<file path="config.mk">
export PLATFORM = sky130hd
export DESIGN_NAME = rat_io_responder
export DESIGN_NICKNAME = d
export VERILOG_FILES = /design/src/rtl/rat_io_pkg.sv /design/src/rtl/rat_io_responder_io_sync.sv /design/src/rtl/rat_io_responder.sv
export SDC_FILE = /design/constraint.sdc
export NUM_CORES = 1
export LEC_CHECK = 0
export CAP_MARGIN = 20
export CORE_AREA = 10 10 99 101
export CTS_CLUSTER_DIAMETER = 100
export DETAILED_ROUTE_END_ITERATION = 16
export DIE_AREA = 0 0 109 111
export GPL_TIMING_DRIVEN = 0
export PLACE_DENSITY = 0.76
export SLEW_MARGIN = 15
export SYNTH_ARGS = -nofsm -noshare
export SYNTH_HDL_FRONTEND = slang
export SYNTH_SLANG_ARGS = --single-unit
</file>
<file path="constraint.sdc">
create_clock -name clk -period 4 [get_ports clk]
set_input_delay 0.8 -clock clk [delete_from_list [all_inputs] [get_ports clk]]
set_output_delay 0.8 -clock clk [all_outputs]
set_load 0.05 [all_outputs]
</file>
<file path="src/rtl/rat_io_pkg.sv">
// rat_io_pkg: port-id map, interrupt bit layout and control bit indices for the RAT I/O responder
package rat_io_pkg;
   localparam logic [7:0] PID_SW   = 8'h20;
   localparam logic [7:0] PID_BTN  = 8'h21;
   localparam logic [7:0] PID_LED  = 8'h40;
   localparam logic [7:0] PID_SSEG = 8'h81;
   localparam logic [7:0] PID_RLO  = 8'h90;
   localparam logic [7:0] PID_RHI  = 8'h91;
   localparam logic [7:0] PID_CTRL = 8'h92;
   localparam logic [7:0] PID_MASK = 8'hA0;
   localparam logic [7:0] PID_PEND = 8'hA1;
   localparam int IRQ_TMR_BIT = 0;
   localparam int IRQ_BTN_LSB = 1;
   localparam int CTRL_EN_BIT = 0;
   // Bits of mask/pending that exist: timer bit plus one per button
   function automatic logic [7:0] irq_valid(input int nbtn);
      irq_valid = 8'((1 << (nbtn + 1)) - 1);
   endfunction
endpackage

</file>
<file path="src/rtl/rat_io_responder_io_sync.sv">
// io_sync: multi-flop synchronizer with a rising-edge detect on the synchronized value
module io_sync #(
   parameter int W      = 8,
   parameter int STAGES = 2
) (
   input  logic         clk,
   input  logic         rst,
   input  logic [W-1:0] i_d,
   output logic [W-1:0] o_q,
   output logic [W-1:0] o_rise
);
   logic [STAGES-1:0][W-1:0] r_sync;
   logic [W-1:0]             r_dly;

   // Shift raw input through the sync chain; one extra flop remembers the last synced value
   always_ff @(posedge clk or negedge rst) begin
      if (!rst) begin
         r_sync <= '0;
         r_dly  <= '0;
      end else begin
         r_sync <= {r_sync[STAGES-2:0], i_d};
         r_dly  <= r_sync[STAGES-1];
      end
   end

   assign o_q    = r_sync[STAGES-1];
   assign o_rise = r_sync[STAGES-1] & ~r_dly;
endmodule

</file>
<file path="src/rtl/rat_io_responder.sv">
// rat_io_responder: CPU port-mapped LEDs, seven-segment, switches, buttons, reload timer and interrupt controller
module rat_io_responder
   import rat_io_pkg::*;
#(
   parameter int NUM_BTN     = 4,
   parameter int SYNC_STAGES = 2,
   parameter int TIMER_W     = 16
) (
   input  logic               clk,
   input  logic               rst,
   input  logic [7:0]         port_id,
   input  logic [7:0]         out_port,
   input  logic               io_strb,
   output logic [7:0]         in_port,
   input  logic [7:0]         switches,
   input  logic [NUM_BTN-1:0] buttons,
   output logic [7:0]         leds,
   output logic [7:0]         sseg,
   output logic               int_req
);
   localparam logic [7:0] VALID = irq_valid(NUM_BTN);

   logic [7:0]         w_sw;
   logic [7:0]         w_sw_rise_unused;
   logic [NUM_BTN-1:0] w_btn;
   logic [NUM_BTN-1:0] w_btn_rise;
   logic [7:0]         r_leds;
   logic [7:0]         r_sseg;
   logic [7:0]         r_rld_lo;
   logic               r_en;
   logic [7:0]         r_mask;
   logic [7:0]         r_pend;
   logic [TIMER_W-1:0] r_reload;
   logic [TIMER_W-1:0] r_count;
   logic [TIMER_W-1:0] w_rld_new;
   logic               w_tmr_active;
   logic               w_expire;
   logic               w_rhi_wr;
   logic [7:0]         w_set;
   logic [7:0]         w_clr;

   io_sync #(.W(8), .STAGES(SYNC_STAGES)) u_sw_sync (
      .clk    (clk),
      .rst    (rst),
      .i_d    (switches),
      .o_q    (w_sw),
      .o_rise (w_sw_rise_unused)
   );

   io_sync #(.W(NUM_BTN), .STAGES(SYNC_STAGES)) u_btn_sync (
      .clk    (clk),
      .rst    (rst),
      .i_d    (buttons),
      .o_q    (w_btn),
      .o_rise (w_btn_rise)
   );

   assign w_rld_new    = TIMER_W'({out_port, r_rld_lo});
   assign w_rhi_wr     = io_strb && port_id == PID_RHI;
   assign w_tmr_active = r_en && r_reload != '0;
   assign w_expire     = w_tmr_active && r_count == '0;
   assign w_set        = 8'({w_btn_rise, w_expire});
   assign w_clr        = (io_strb && port_id == PID_PEND) ? out_port : 8'h00;
   assign leds         = r_leds;
   assign sseg         = r_sseg;
   assign int_req      = |(r_pend & r_mask);

   // CPU-writable configuration registers
   always_ff @(posedge clk or negedge rst) begin
      if (!rst) begin
         r_leds   <= 8'h00;
         r_sseg   <= 8'h00;
         r_rld_lo <= 8'h00;
         r_en     <= 1'b0;
         r_mask   <= 8'h00;
      end else if (io_strb) begin
         if (port_id == PID_LED)  r_leds   <= out_port;
         if (port_id == PID_SSEG) r_sseg   <= out_port;
         if (port_id == PID_RLO)  r_rld_lo <= out_port;
         if (port_id == PID_CTRL) r_en     <= out_port[CTRL_EN_BIT];
         if (port_id == PID_MASK) r_mask   <= out_port & VALID;
      end
   end

   // Reload timer: a reload_hi write reloads both registers, otherwise count down and wrap on expiry
   always_ff @(posedge clk or negedge rst) begin
      if (!rst) begin
         r_reload <= '0;
         r_count  <= '0;
      end else if (w_rhi_wr) begin
         r_reload <= w_rld_new;
         r_count  <= w_rld_new;
      end else if (w_tmr_active) begin
         r_count <= (r_count == '0) ? r_reload : r_count - TIMER_W'(1);
      end
   end

   // Pending bits: write-one-to-clear, with a same-cycle set event taking priority
   always_ff @(posedge clk or negedge rst) begin
      if (!rst) r_pend <= 8'h00;
      else      r_pend <= ((r_pend & ~w_clr) | w_set) & VALID;
   end

   // Read mux is combinational so the CPU sees data in the same cycle it drives port_id
   always_comb begin
      in_port = 8'h00;
      case (port_id)
         PID_SW:   in_port = w_sw;
         PID_BTN:  in_port = 8'(w_btn);
         PID_LED:  in_port = r_leds;
         PID_SSEG: in_port = r_sseg;
         PID_CTRL: in_port = {7'b0, r_en};
         PID_MASK: in_port = r_mask;
         PID_PEND: in_port = r_pend;
         default:  in_port = 8'h00;
      endcase
   end
endmodule

</file>
==> reports/metrics.yaml <==
ys.flop_type: "dfrtp_1"
viasPerCell: 5.86
avgSynthCellArea_um2: 11.1
synth-seq-cells: 95
clock_latency_ns: 0.36
antenna_found_initial: 0
finalSetupViolations: 0
die_w_um: 109
postRouteAntennaNets: 0
rows: 33
cts.sinks: 95
fin_crit_ns: 3.87
die_area_um2: 12100
globalplace.congestion: 0.922
drtIter0Drc: 208
first_global_vias: 3364
dp_hpwl_um: 7450
drt-total-wl_um: 10400
synth_edf_count: 0
antenna_cells: 0
cts_root_buffer: "clkbuf_8"
io_pins: 56
p_per_area_nw_per_um2: 441
dp.cells: 535
cp_data_required_time_ns: 3.20
htreeDepth: 3
die_h_um: 111
hold_class: "reg2reg"
cts_hold_buffers: 0
dr.pass1.iters: 5
path_clk_slew_ns: 0.09
fin_cells: 552
fin_total_pwr_mw: 2.25
track_usage_pct: 18.0
cts_made_buffers: 9
path_cells: "clkdlybuf4s50_1 -> or4b_2 -> nor2_2 -> a222oi_1 -> inv_1 -> clkdlybuf4s15_1"
fin_skew_ns: 0.00730
layout-drive-gt1-share_pct: 16.3
vias: 3233
multi_input_area_um2: 1700
critPathMaxStageDelay_ns: 0.64
seqCellArea_um2: 2380
cts_buffer_depth: 2
path_class: "in2out"
grt_max_degree: 54
synth_warnings: 0
syn_inst: 375
grt_pass1_wl_um: 17400
wl_per_cell_um: 18.9
io_buffers: 54
cp-start-kind: "input pin"
drv_cap: 0
hold_violations: 0
start_util_pct: 52.3
cp_max_fo: 8
core_um2: 7970
status: "finished clean"
rsz0062_at_grt: "no"
worst_slew_pin_slew_ns: 0.680
drc: 0
area_delta_synth_final_pct: 22.3
end_kind: "output port"
cp.arrival_ns: 3.07
ys_seq_area_share_pct: 57.0
slew_violations: 0
fill_cells: 624
async_reset_ff_share_pct: 100
critPathSlowestCell: "or4b_2"
fin_setup_tns_ns: 0
fin_crit_sh_pct: 96.8
syn_nets: 408
grt_overflow: 0
p_leak_nw: 2.32
fin_nets: 475
clock.fmax_ghz: 0.258
synth.cell_area_um2: 4170
cts_tree: "built"
synth.distinct_cells: 55
ir_worst_vdd_uv: 336
slew_headroom_pct: 54.0
-- routing by layer --
| layer | share of wire [%] | track usage (%) |
|---|---|---|
| met1 | 42 | 22.5 |
| met2 | 49 | 28.2 |
| met3 | 6.3 | 5.41 |
| met4 | 2.4 | 7.21 |
| met5 | 0 | 0 |
-- critical path: cells and delay by family --
family	cells	cell delay, ns
buf+inv	3	1.15
simple gates	2	1.00
compound gates	1	0.12
-- kinds of logic (layout without fill, tap and decap cells) --
| logic type | count (synthesis) | count (layout) | synth area share, % |
|---|---|---|---|
| compound gates | 84 | 84 | 14.5 |
| buf+inv | 31 | 103 | 3.09 |
| simple gates | 126 | 126 | 15.0 |
| fa+ha+maj | 2 | 2 | 0.600 |
| xor+xnor | 5 | 5 | 1.05 |
| flops | 95 | 95 | 57.0 |
| mux | 32 | 32 | 8.71 |
-- worst paths after layout --
path                                                from                    endpoint  slack, ns  cells past startpoint
max                                           port_id[5]                  in_port[5]       0.13                      6
min                        u_sw_sync.r_sync[0]$_DFF_PN0_  u_sw_sync.o_q[0]$_DFF_PN0_       0.35                      0
max reg2reg                       r_count[0]$_DFFE_PN0P_     r_count[14]$_DFFE_PN0P_       1.36                      9
min reg2reg                u_sw_sync.r_sync[0]$_DFF_PN0_  u_sw_sync.o_q[0]$_DFF_PN0_       0.35                      0
max in group asynchronous                            rst         sseg[3]$_DFFE_PN0P_       2.93                      2
min in group asynchronous                            rst      r_count[1]$_DFFE_PN0P_       0.43                      1
-- cell usage after synthesis (2+ instances only) --
master / instances / area, um2
a21o_1: 5 / 37.5
a21oi_1: 16 / 80.1
a222oi_1: 5 / 50.1
a22o_1: 6 / 52.6
a22oi_1: 13 / 97.6
a2bb2oi_1: 2 / 17.5
a311oi_1: 2 / 17.5
and2_1: 2 / 12.5
and3_1: 3 / 18.8
buf_2: 4 / 20.0
clkbuf_1: 13 / 48.8
dfrtp_1: 95 / 2380
ha_1: 2 / 25.0
inv_1: 12 / 45.0
mux2_2: 30 / 338
nand2_1: 59 / 221
nand2b_1: 2 / 12.5
nand3_1: 7 / 35.0
nor2_1: 16 / 60.1
nor3_1: 6 / 30.0
nor4_1: 9 / 56.3
nor4b_1: 2 / 17.5
o21ai_0: 16 / 80.1
o21ai_1: 3 / 15.0
o41ai_1: 2 / 17.5
or2_2: 2 / 12.5
or3_1: 2 / 12.5
or4_1: 7 / 52.6
or4b_2: 2 / 20.0
xnor2_1: 5 / 43.8
-- per-stage QoR --
stage          utilization, %  area (um2)  setup slack (ns)  hold WS (ns)
2_1_floorplan               -        4170             0.843         0.331
4_1_cts                  64.1        5110          0.000123         0.358
6_report                 64.0        5100             0.129         0.354
3_5_place_dp             61.0        4860            -0.766         0.336
5_1_grt                  64.0        5100           0.00185         0.364
3_3_place_gp             60.7        4840             -1.33         0.332
-- power breakdown --
group          switching, mW  internal [mW]
registers             0.0840           1.05
logic                  0.253          0.193
clock network          0.350          0.316
total                  0.687           1.56
-- repair_timing --
item | 4_1_cts | 5_1_grt
setup buffers | 1 | 0
pin swaps | 1 | 0
endpoints found under the setup margin | 8 | 8
resized for setup | 15 | 14
-- registers in the layout (all words and copies together) (netlist names), 5 cells and up --
register	count
u_sw_sync.r_sync	8
r_pend	5
r_count	16
sseg	8
r_mask	5
u_sw_sync.o_q	8
r_reload	16
leds	8
r_rld_lo	8
-- area by class of cell --
class	instances	share of cell area [%]
Sequential cell	95	46.6
Multi-Input combinational cell	249	33.3
Timing Repair Buffer	56	10.8
Clock buffer	10	2.70
Tap cell	105	2.58
Buffer	19	1.64
Clock inverter	6	1.47
Inverter	12	0.884
-- cell usage in the layout (no fill, tap or decap), types with 2 or more instances in the layout --
cell type,netlist,layout
clkbuf_1,13,13
and3_1,3,3
o21ai_0,16,16
inv_6,0,2
nor3_1,6,6
or4_1,7,7
buf_2,4,4
nand2b_1,2,2
mux2_2,30,30
nand2_1,59,59
o21ai_1,3,3
a222oi_1,5,5
nand3_1,7,7
clkdlybuf4s50_1,0,45
clkbuf_8,0,10
a21o_1,5,5
a21oi_1,16,16
a22oi_1,13,13
or3_1,2,2
or2_2,2,2
or4b_2,2,2
nor4_1,9,8
nor2_2,0,2
dfrtp_1,95,95
nor2_1,16,14
and2_1,2,2
xnor2_1,5,5
inv_1,12,12
ha_1,2,2
o41ai_1,2,2
a22o_1,6,6
a2bb2oi_1,2,2
clkbuf_2,0,7
a311oi_1,2,2
Note: power is estimated with default switching activity, not from simulation.
